<file path="config.mk">
export PLATFORM = sky130hd
export DESIGN_NAME = div_8bits_seq
export DESIGN_NICKNAME = d
export VERILOG_FILES = /design/src/rtl/div_8bits_seq.sv
export SDC_FILE = /design/constraint.sdc
export NUM_CORES = 1
export LEC_CHECK = 0
export ABC_AREA = 1
export CORE_MARGIN = 4
export CORE_UTILIZATION = 50
export DETAILED_ROUTE_END_ITERATION = 6
export PLACE_DENSITY = 0.83
export SLEW_MARGIN = 20
export SYNTH_ARGS = -nofsm -noshare
export SYNTH_HDL_FRONTEND = slang
export SYNTH_SLANG_ARGS = --single-unit
</file>
<file path="constraint.sdc">
create_clock -name clk -period 2.6 [get_ports clk]
set_input_delay 0.39 -clock clk [delete_from_list [all_inputs] [get_ports clk]]
set_output_delay 0.39 -clock clk [all_outputs]
set_load 0.1 [all_outputs]
</file>
<file path="src/rtl/div_8bits_seq.sv">
// div_8bits_seq: restoring divider that yields one quotient bit per clock, producing A/B and A%B.
// Operands are unsigned or two's-complement, selected by Signed.
// Latency: done appears 9 clocks after start is accepted, and the unit issues one op per 10 cycles.
// Backpressure: start is ignored while busy. Build with DIV_ZERO_DETECT_EN for a 1-cycle B==0 path and the div_zero flag.
module div_8bits_seq #(
  parameter int WIDTH = 8
) (
  input  logic             clk,
  input  logic             rst,
  input  logic             start,
  input  logic [WIDTH-1:0] A,
  input  logic [WIDTH-1:0] B,
  input  logic             Signed,
  output logic [WIDTH-1:0] Quot,
  output logic [WIDTH-1:0] Rem,
  output logic             busy,
  output logic             done,
  output logic             div_zero
);

  localparam int CW = $clog2(WIDTH) + 1;

  typedef enum logic [1:0] {S_IDLE, S_CALC, S_FIX} state_t;

  state_t           state_q, state_d;
  logic [CW-1:0]    cnt_q, cnt_d;
  logic [WIDTH-1:0] prem_q, prem_d;
  logic [WIDTH-1:0] dvd_q, dvd_d;     // dividend magnitude, shifted out as quotient bits shift in
  logic [WIDTH-1:0] bmag_q, bmag_d;
  logic             qneg_q, qneg_d;
  logic             rneg_q, rneg_d;
  logic [WIDTH-1:0] quot_q, quot_d;
  logic [WIDTH-1:0] rem_q, rem_d;
  logic             busy_q, busy_d;
  logic             done_q, done_d;

  // The shifted partial remainder can reach 2*|B|-1, so it needs one extra bit.
  logic [WIDTH:0]   shifted;
  logic             fits;
  logic [WIDTH-1:0] diff;

`ifdef DIV_ZERO_DETECT_EN
  logic [WIDTH-1:0] araw_q, araw_d;
  logic             dz_q, dz_d;
  logic             div_zero_q, div_zero_d;
`endif

  // Restoring step datapath: shift one dividend bit into the partial remainder, then trial-subtract.
  always_comb begin
    shifted = {prem_q, dvd_q[WIDTH-1]};
    fits    = (shifted >= {1'b0, bmag_q});
    // When the subtraction fits, the result is below |B|, so the low WIDTH bits are exact.
    diff    = shifted[WIDTH-1:0] - bmag_q;
  end

  // Next-state logic for the IDLE -> CALC -> FIX sequence and for the result registers.
  always_comb begin
    state_d = state_q;
    cnt_d   = cnt_q;
    prem_d  = prem_q;
    dvd_d   = dvd_q;
    bmag_d  = bmag_q;
    qneg_d  = qneg_q;
    rneg_d  = rneg_q;
    quot_d  = quot_q;
    rem_d   = rem_q;
    busy_d  = busy_q;
    done_d  = 1'b0;
`ifdef DIV_ZERO_DETECT_EN
    araw_d     = araw_q;
    dz_d       = dz_q;
    div_zero_d = div_zero_q;
`endif
    unique case (state_q)
      S_IDLE: begin
        if (start) begin
          dvd_d   = (Signed && A[WIDTH-1]) ? (~A + WIDTH'(1)) : A;
          bmag_d  = (Signed && B[WIDTH-1]) ? (~B + WIDTH'(1)) : B;
          qneg_d  = Signed & (A[WIDTH-1] ^ B[WIDTH-1]);
          rneg_d  = Signed & A[WIDTH-1];
          prem_d  = '0;
          cnt_d   = '0;
          busy_d  = 1'b1;
          state_d = S_CALC;
`ifdef DIV_ZERO_DETECT_EN
          araw_d = A;
          dz_d   = (B == '0);
          if (B == '0) state_d = S_FIX;
`endif
        end
      end
      S_CALC: begin
        prem_d = fits ? diff : shifted[WIDTH-1:0];
        dvd_d  = {dvd_q[WIDTH-2:0], fits};
        cnt_d  = cnt_q + CW'(1);
        if (cnt_q == CW'(WIDTH - 1)) state_d = S_FIX;
      end
      S_FIX: begin
        quot_d  = qneg_q ? (~dvd_q + WIDTH'(1)) : dvd_q;
        rem_d   = rneg_q ? (~prem_q + WIDTH'(1)) : prem_q;
        done_d  = 1'b1;
        busy_d  = 1'b0;
        state_d = S_IDLE;
`ifdef DIV_ZERO_DETECT_EN
        div_zero_d = dz_q;
        if (dz_q) begin
          quot_d = '1;
          rem_d  = araw_q;
        end
`endif
      end
      default: state_d = S_IDLE;
    endcase
  end

  // State and registered outputs; reset discards any in-flight operation.
  always_ff @(posedge clk or posedge rst) begin
    if (rst) begin
      state_q <= S_IDLE;
      cnt_q   <= '0;
      prem_q  <= '0;
      dvd_q   <= '0;
      bmag_q  <= '0;
      qneg_q  <= 1'b0;
      rneg_q  <= 1'b0;
      quot_q  <= '0;
      rem_q   <= '0;
      busy_q  <= 1'b0;
      done_q  <= 1'b0;
`ifdef DIV_ZERO_DETECT_EN
      araw_q     <= '0;
      dz_q       <= 1'b0;
      div_zero_q <= 1'b0;
`endif
    end else begin
      state_q <= state_d;
      cnt_q   <= cnt_d;
      prem_q  <= prem_d;
      dvd_q   <= dvd_d;
      bmag_q  <= bmag_d;
      qneg_q  <= qneg_d;
      rneg_q  <= rneg_d;
      quot_q  <= quot_d;
      rem_q   <= rem_d;
      busy_q  <= busy_d;
      done_q  <= done_d;
`ifdef DIV_ZERO_DETECT_EN
      araw_q     <= araw_d;
      dz_q       <= dz_d;
      div_zero_q <= div_zero_d;
`endif
    end
  end

  assign Quot = quot_q;
  assign Rem  = rem_q;
  assign busy = busy_q;
  assign done = done_q;
`ifdef DIV_ZERO_DETECT_EN
  assign div_zero = div_zero_q;
`else
  assign div_zero = 1'b0;
`endif

endmodule

</file>
==> results.toml, run 1 <==
[status]
run_status = "complete, no violations"

[cts]
cts_hold_buf = 0
ctsHtreeMaxLevel = 2
cts.sinks = 50
clk-insertion-delay-late_ns = 0.31
cts_tree = "built"
cts_made_buffers = 5
post-cts-setup-buffers = 0
path_clk_slew_ns = 0.10
cts_resized = 0
cts_root_buf = "clkbuf_8"
clock_path_buffers = 2

[worst_setup_path]
cp_max_fo = 9
r2r-start = "prem_q[1]$_DFFE_PP0P_"
reg2regPathDepth = 10
cp.required_ns = 2.85
cp.arrival_ns = 2.14
cp-end-kind = "flop"
cp-start-kind = "flop"
critPathKind = "flop to flop"
r2r_setup_slack_ns = 0.71
worstReg2RegEnd = "prem_q[5]$_DFFE_PP0P_"

[routing]
avgViaCountPerCell = 5.23
drtIter0Drc = 171
drt_first_pass_iters = 4
wl_um = 6730
drc = 0
wire_per_inst_um = 13.1
postRouteAntennaNets = 0
vias = 2689

[synthesis]
seq_area_frac_synth = 0.410
synth_seq_cells = 50
synth_edf_count = 0
syn_area_per_cell_um2 = 7.61
synthFlopType = "dfrtp_1"
yosysMostFrequentCell = "nand2_1"
async_flop_share = 1.00
ys_top_cells_by_count = "nand2_1 (114), dfrtp_1 (50), inv_1 (50)"
syn-num-nets = 435
synthTopCellsByArea = "dfrtp_1 (41%), nand2_1 (14%), inv_1 (6.2%)"
synth_cell_types = 36
synth_area_um2 = 3050
netlist_instances = 401
yosysWarnings = 0
synth.top_cell.area_share = 0.410
yosysTopAreaCell = "dfrtp_1"

[grt]
grt_pass1_wl_um = 11500
first_global_vias = 2583
grt_usage = 0.191
grt_max_degree = 29
grt_overflow = 0
grt_antenna_before_repair = 0

[layout]
nets = 472
ff_latch_area_um2 = 1250
multi_input_area_um2 = 1550
n_fill_cell = 540
drive_above_1_share = 0.0911
instances_no_fill = 514
diodes = 0
area_growth_syn_to_layout_pct = 16.6

[sta]
max_freq_mhz = 530
worst_slack_ns = 0.712
hold_viol = 0
drv_slew = 0
tns_ns = 0
period_minus_slack_ns = 1.89
rsz0062_at_grt = "false"
period_share = 0.726
fin_skew_ns = 0.00833
finalSetupViolCount = 0

[die]
rows = 28
core_um2 = 5920
ioPinCount = 39
initial_utilization = 0.515
die_y_um = 86.1
die_area_um2 = 7420
die_x_um = 86.1

[placed_design]
port_buffers = 37
hpwl_um = 5300
place_ws_ns = 0.632
place_congestion = 0.958
dpl.cell_count = 506

[job]
max_cap_viol_count = 0

[worst_hold_path]
min_path_type = "primary input to async pin"
[critical path: stages (launching register included)]
cell and delay (ns):
dfrtp_1 0.44, ha_1 0.42, nand2_1 0.09, nand2_1 0.08, nand2_1 0.12, nand2_1 0.06
nand2_1 0.07, nand4_2 0.23, nand2_1 0.17, nand3_1 0.07, nand2_1 0.07
[final cells by class]
| cell class | count | share of cell area |
|---|---|---|
| clock inverters | 2 | 0.0109 |
| well taps | 75 | 0.0264 |
| inverters | 53 | 0.0559 |
| repair buffers | 39 | 0.0957 |
| flip-flops and latches | 50 | 0.352 |
| clock buffers | 6 | 0.0232 |
| multi-input cells | 289 | 0.436 |
[per-stage QoR]
stage | hold WS, ns | utilization | instance area (µm²)
after floorplan | 0.453 | - | 3050
after global placement | 0.455 | 0.580 | 3440
after detailed placement | 0.474 | 0.580 | 3440
after CTS | 0.385 | 0.601 | 3560
after global routing | 0.413 | 0.601 | 3560
final | 0.378 | 0.601 | 3560
[logic make-up after synthesis]
group / Yosys count / share of synthesized area
XOR/XNOR: 24 / 0.0689
AO/OA/AOI/OAI: 62 / 0.115
other: 1 / 0.00123
buffers and inverters: 62 / 0.0816
AND/OR/NAND/NOR: 188 / 0.263
flip-flops: 50 / 0.410
adder cells (fa/ha/maj): 14 / 0.0599
[sequential cells by signal, summed over array words and instances (netlist names)]
| name | flops |
|---|---|
| state_q | 2 |
| rneg_q | 1 |
| done | 1 |
| Rem | 8 |
| qneg_q | 1 |
| prem_q | 8 |
| cnt_q | 4 |
| bmag_q | 8 |
| busy | 1 |
| dvd_q | 8 |
| Quot | 8 |
[worst max path at each step]
stage	from	slack, ns	endpoint
finish	prem_q[1]$_DFFE_PP0P_	0.71	prem_q[5]$_DFFE_PP0P_
CTS	prem_q[1]$_DFFE_PP0P_	0.75	prem_q[5]$_DFFE_PP0P_
detailed placement	start	0.63	dvd_q[5]$_DFFE_PP0P_
global route	prem_q[3]$_DFFE_PP0P_	0.57	prem_q[5]$_DFFE_PP0P_
floorplan	dvd_q[7]$_DFFE_PP0P_	0.95	prem_q[6]$_DFFE_PP0P_
global placement	start	0.69	dvd_q[5]$_DFFE_PP0P_
[placed cells by master (no fill, tap or decap), types with 2 or more instances in the layout]
| cell | n |
|---|---|
| a21oi_1 | 7 |
| a22oi_1 | 6 |
| a31oi_1 | 3 |
| buf_4 | 20 |
| clkbuf_8 | 6 |
| clkdlybuf4s50_1 | 19 |
| dfrtp_1 | 50 |
| ha_1 | 13 |
| inv_1 | 49 |
| inv_2 | 4 |
| nand2_1 | 114 |
| nand2_2 | 2 |
| nand3_1 | 33 |
| nand3b_1 | 2 |
| nor2_1 | 30 |
| o21ai_0 | 34 |
| o21ai_1 | 4 |
| o221ai_1 | 2 |
| o22ai_1 | 2 |
| xnor2_1 | 4 |
| xor2_1 | 20 |
[metal layers]
metal,wire (µm),GRT usage,up-vias
li1,-,-,1354
met1,2970,0.243,1263
met2,3330,0.333,65
met3,344,0.0317,7
met5,0,0,-
met4,85,0.0532,0
Power of run 1 is left out: the tool's default activity adds up to more than one toggle a clock period on the data nets, which glitch-free logic cannot reach.
==> run 2, diff against run 1 <==
- clock period: 2.6 -> 1.9 ns (I/O delays scaled with it)
==> results.toml, run 2 (synthesis results as in run 1) <==
[grt]
grt_antenna_before_repair = 0
grt_max_degree = 51
grt_pass1_wl_um = 11700
first_global_vias = 2626
grt_overflow = 0
grt_usage = 0.196

[worst_setup_path]
cp_max_fo = 4
cp-start-kind = "flop"
crit_slowest_cell = "dfrtp_1"
path_cells = "inv_2 -> ha_1 -> inv_2 -> fa_2 -> nand3_1 -> nand2_1 -> nand2_1 -> nand3b_1 -> nand2_1 -> nand2_1 -> nand3_1 -> nand2_1"
cp.arrival_ns = 2.04
cp.required_ns = 2.11
cp-end-kind = "flop"
cp_common_cell = "nand2_1"
r2r_setup_slack_ns = 0.07
critPathMaxStageDelay_ns = 0.40
crit_buf_inv = 2
crit_family = "simple AND/OR/NAND/NOR gates"
critPathKind = "flop to flop"

[routing]
drtIter0Drc = 210
avgViaCountPerCell = 5.12
drc = 0
wl_um = 6730
vias = 2679
wire_per_inst_um = 12.9
drt_first_pass_iters = 5
postRouteAntennaNets = 0

[cts]
cts_made_buffers = 5
cts_root_buf = "clkbuf_8"
cts_hold_buf = 0
clk-insertion-delay-late_ns = 0.31
cts_tree = "built"
path_clk_slew_ns = 0.10
cts.sinks = 50
clock_path_buffers = 2
ctsHtreeMaxLevel = 2

[die]
rows = 28
core_um2 = 5920
die_x_um = 86.1
die_area_um2 = 7420
die_y_um = 86.1
ioPinCount = 39
initial_utilization = 0.515

[sta]
rsz0062_at_grt = "true"
finalSetupViolCount = 0
period_minus_slack_ns = 1.83
tns_ns = 0
max_freq_mhz = 545
period_share = 0.965
worst_slack_ns = 0.0662
drv_slew = 0
fin_skew_ns = 0.00625
hold_viol = 0

[layout]
diodes = 0
layout_common_cells = "nand2_1 (114), dfrtp_1 (50), inv_1 (47)"
drive_above_1_share = 0.116
final_common_cell = "nand2_1"
area_growth_syn_to_layout_pct = 19.4
final_area_um2 = 3640
nets = 481

[worst_hold_path]
min_path_type = "primary input to async pin"

[status]
run_status = "complete, no violations"

[placed_design]
hpwl_um = 5270
port_buffers = 37
place_congestion = 0.876
placed_area_um2 = 3510
place_ws_ns = -0.00784

[job]
max_cap_viol_count = 0
-- run 2: tightest hold or removal path: cells and delay by family --
kind,cells,cell delay [ns]
buffers and inverters,3,0.73
-- run 2: area by class of cell --
cell class	count	area, µm²
fill	539	2280
clock inverter	3	48.8
clock buffer	5	68.8
sequential	50	1250
tap	75	93.8
multi-input combinational	289	1560
inverter	53	199
timing repair buffer	48	420
-- run 2: what timing repair did --
action	4_1_cts	5_1_grt
gates resized for setup	2	2
pin swaps	0	1
setup buffers	0	1
endpoints found under the setup margin	1	8
-- run 2: stage by stage --
stage	std cells	hold WS, ns	utilization
6_report	523	0.316	0.616
5_1_grt	523	0.340	0.616
2_1_floorplan	401	0.440	-
3_3_place_gp	514	0.455	0.593
4_1_cts	522	0.329	0.613
3_5_place_dp	514	0.463	0.593
-- run 2: path summary, 6_finish.rpt --
path                                      start               endpoint  depth (start not counted)
min in group clk               busy$_DFFE_PP0P_       busy$_DFFE_PP0P_                          2
max in group asynchronous                   rst  bmag_q[2]$_DFFE_PP0P_                          3
max                        dvd_q[7]$_DFFE_PP0P_  prem_q[6]$_DFFE_PP0P_                         12
max reg2reg                dvd_q[7]$_DFFE_PP0P_  prem_q[6]$_DFFE_PP0P_                         12
min                                         rst    Quot[0]$_DFFE_PP0P_                          3
min reg2reg                    busy$_DFFE_PP0P_       busy$_DFFE_PP0P_                          2
-- run 2: per-layer routing --
metal / share of wire / global-route usage
met5: 0 / 0
met4: 0.016 / 0.0561
met3: 0.057 / 0.0346
met2: 0.48 / 0.336
met1: 0.45 / 0.252
Power of run 2 is left out for the same reason.
==> run 3, diff against run 2 <==
- SETUP_SLACK_MARGIN: not set -> 0.1
==> results.toml, run 3 (synthesis results as in run 1) <==
[routing]
wl_met3_um = 433
avgViaCountPerCell = 5.18
drc = 0
wl_met2_um = 3390
top_layer = "met4"
wire_per_inst_um = 13.2
vias = 2716
wl_um = 6930
drtIter0Drc = 173
drt_first_pass_iters = 4
wl_met1_um = 3020
postRouteAntennaNets = 0

[layout]
instances_no_fill = 524
area_growth_syn_to_layout_pct = 22.3
drive_above_1_share = 0.143
multi_input_area_um2 = 1640
final_common_cell = "nand2_1"
ff_latch_area_um2 = 1250
layout_common_cells = "nand2_1 (110), dfrtp_1 (50), inv_1 (47)"
n_fill_cell = 522
nets = 482
diodes = 0
final_area_um2 = 3730

[die]
die_area_um2 = 7420
die_x_um = 86.1
ioPinCount = 39
die_y_um = 86.1
core_um2 = 5920
rows = 28
initial_utilization = 0.515

[cts]
path_clk_slew_ns = 0.10
ctsHtreeMaxLevel = 2
cts.sinks = 50
clock_path_buffers = 2
cts_tree = "built"
cts_root_buf = "clkbuf_8"
clk-insertion-delay-late_ns = 0.31
cts_hold_buf = 0
cts_made_buffers = 5

[worst_setup_path]
crit_family = "simple AND/OR/NAND/NOR gates"
crit_slowest_cell = "dfrtp_1"
cp.required_ns = 2.16
r2r-start = "dvd_q[7]$_DFFE_PP0P_"
critPathMaxStageDelay_ns = 0.40
cp_max_fo = 4
cp.arrival_ns = 1.97
crit_start = "dvd_q[7]$_DFFE_PP0P_"
cp-start-kind = "flop"
crit_buf_inv = 2
critPathKind = "flop to flop"
cp_common_cell = "nand2_2"
cp-end-kind = "flop"
path_cells = "inv_2 -> ha_4 -> inv_2 -> fa_2 -> nand3_2 -> nand2_2 -> nand2_2 -> nand2_1 -> nand2_1 -> nand2_2 -> nand2_2 -> nand3_1 -> nand2_1"

[worst_hold_path]
min_path_type = "primary input to async pin"

[sta]
hold_viol = 0
finalSetupViolCount = 0
period_share = 0.903
rsz0062_at_grt = "true"
period_minus_slack_ns = 1.72
drv_slew = 0
fin_skew_ns = 0.00646
max_freq_mhz = 583
worst_slack_ns = 0.185

[grt]
first_global_vias = 2635
grt_pass1_wl_um = 11800
grt_usage = 0.198
grt_max_degree = 51
grt_overflow = 0
grt_antenna_before_repair = 0

[placed_design]
hpwl_um = 5270
dpl.cell_count = 514
place_congestion = 0.876
placed_area_um2 = 3510
place_ws_ns = -0.00784
port_buffers = 37

[status]
run_status = "complete, no violations"

[job]
max_cap_viol_count = 0
-- run 3: changes by cell type in the layout (fill, tap and decap cells not counted) --
cell     before  now
ha_1         13    8
nand3_2       1    2
a21oi_1       7    6
nand2_1     114  110
a21oi_2       1    2
nand2_2       2    6
nand3_1      33   32
buf_4        28   29
ha_4          0    5
-- run 3: worst register-to-register path, delay by kind of cell, from the launching register on --
family / cells / cell delay (ns)
fa+ha+maj: 2 / 0.50
buf+inv: 2 / 0.15
flops: 1 / 0.40
simple gates: 9 / 0.63
-- run 3: worst paths after layout --
path	endpoint	cells after the start	slack (ns)
max	prem_q[6]$_DFFE_PP0P_	13	0.18
min	Quot[0]$_DFFE_PP0P_	3	0.31
max reg2reg	prem_q[6]$_DFFE_PP0P_	13	0.18
min reg2reg	busy$_DFFE_PP0P_	2	0.48
max in group asynchronous	bmag_q[2]$_DFFE_PP0P_	3	1.35
min in group clk	busy$_DFFE_PP0P_	2	0.48
-- run 3: timing repair --
item / in CTS / in global routing
setup buffers: 2 / 0
pin swaps: 1 / 6
hold endpoints to repair: 0 / 0
resized for setup: 3 / 15
setup endpoints to repair: 2 / 9
-- run 3: through the flow --
stage               hold WS [ns]  setup TNS [ns]   util
CTS                        0.329               0  0.615
finish                     0.306               0  0.631
global placement           0.455               0  0.593
floorplan                  0.440               0      -
detailed placement         0.463        -0.00784  0.593
global route               0.341               0  0.631
-- run 3: area by class of cell --
cell class | instances | area share
inverter | 53 | 0.0533
clock inverter | 3 | 0.0131
timing repair buffer | 49 | 0.115
clock buffer | 5 | 0.0184
tap | 75 | 0.0251
multi-input combinational | 289 | 0.440
sequential | 50 | 0.335
-- run 3: routing by layer --
metal,vias up,global-route usage
met4,0,0.0561
met5,-,0
met2,80,0.338
met3,7,0.0346
li1,1378,-
met1,1251,0.257
Power of run 3 is left out for the same reason.
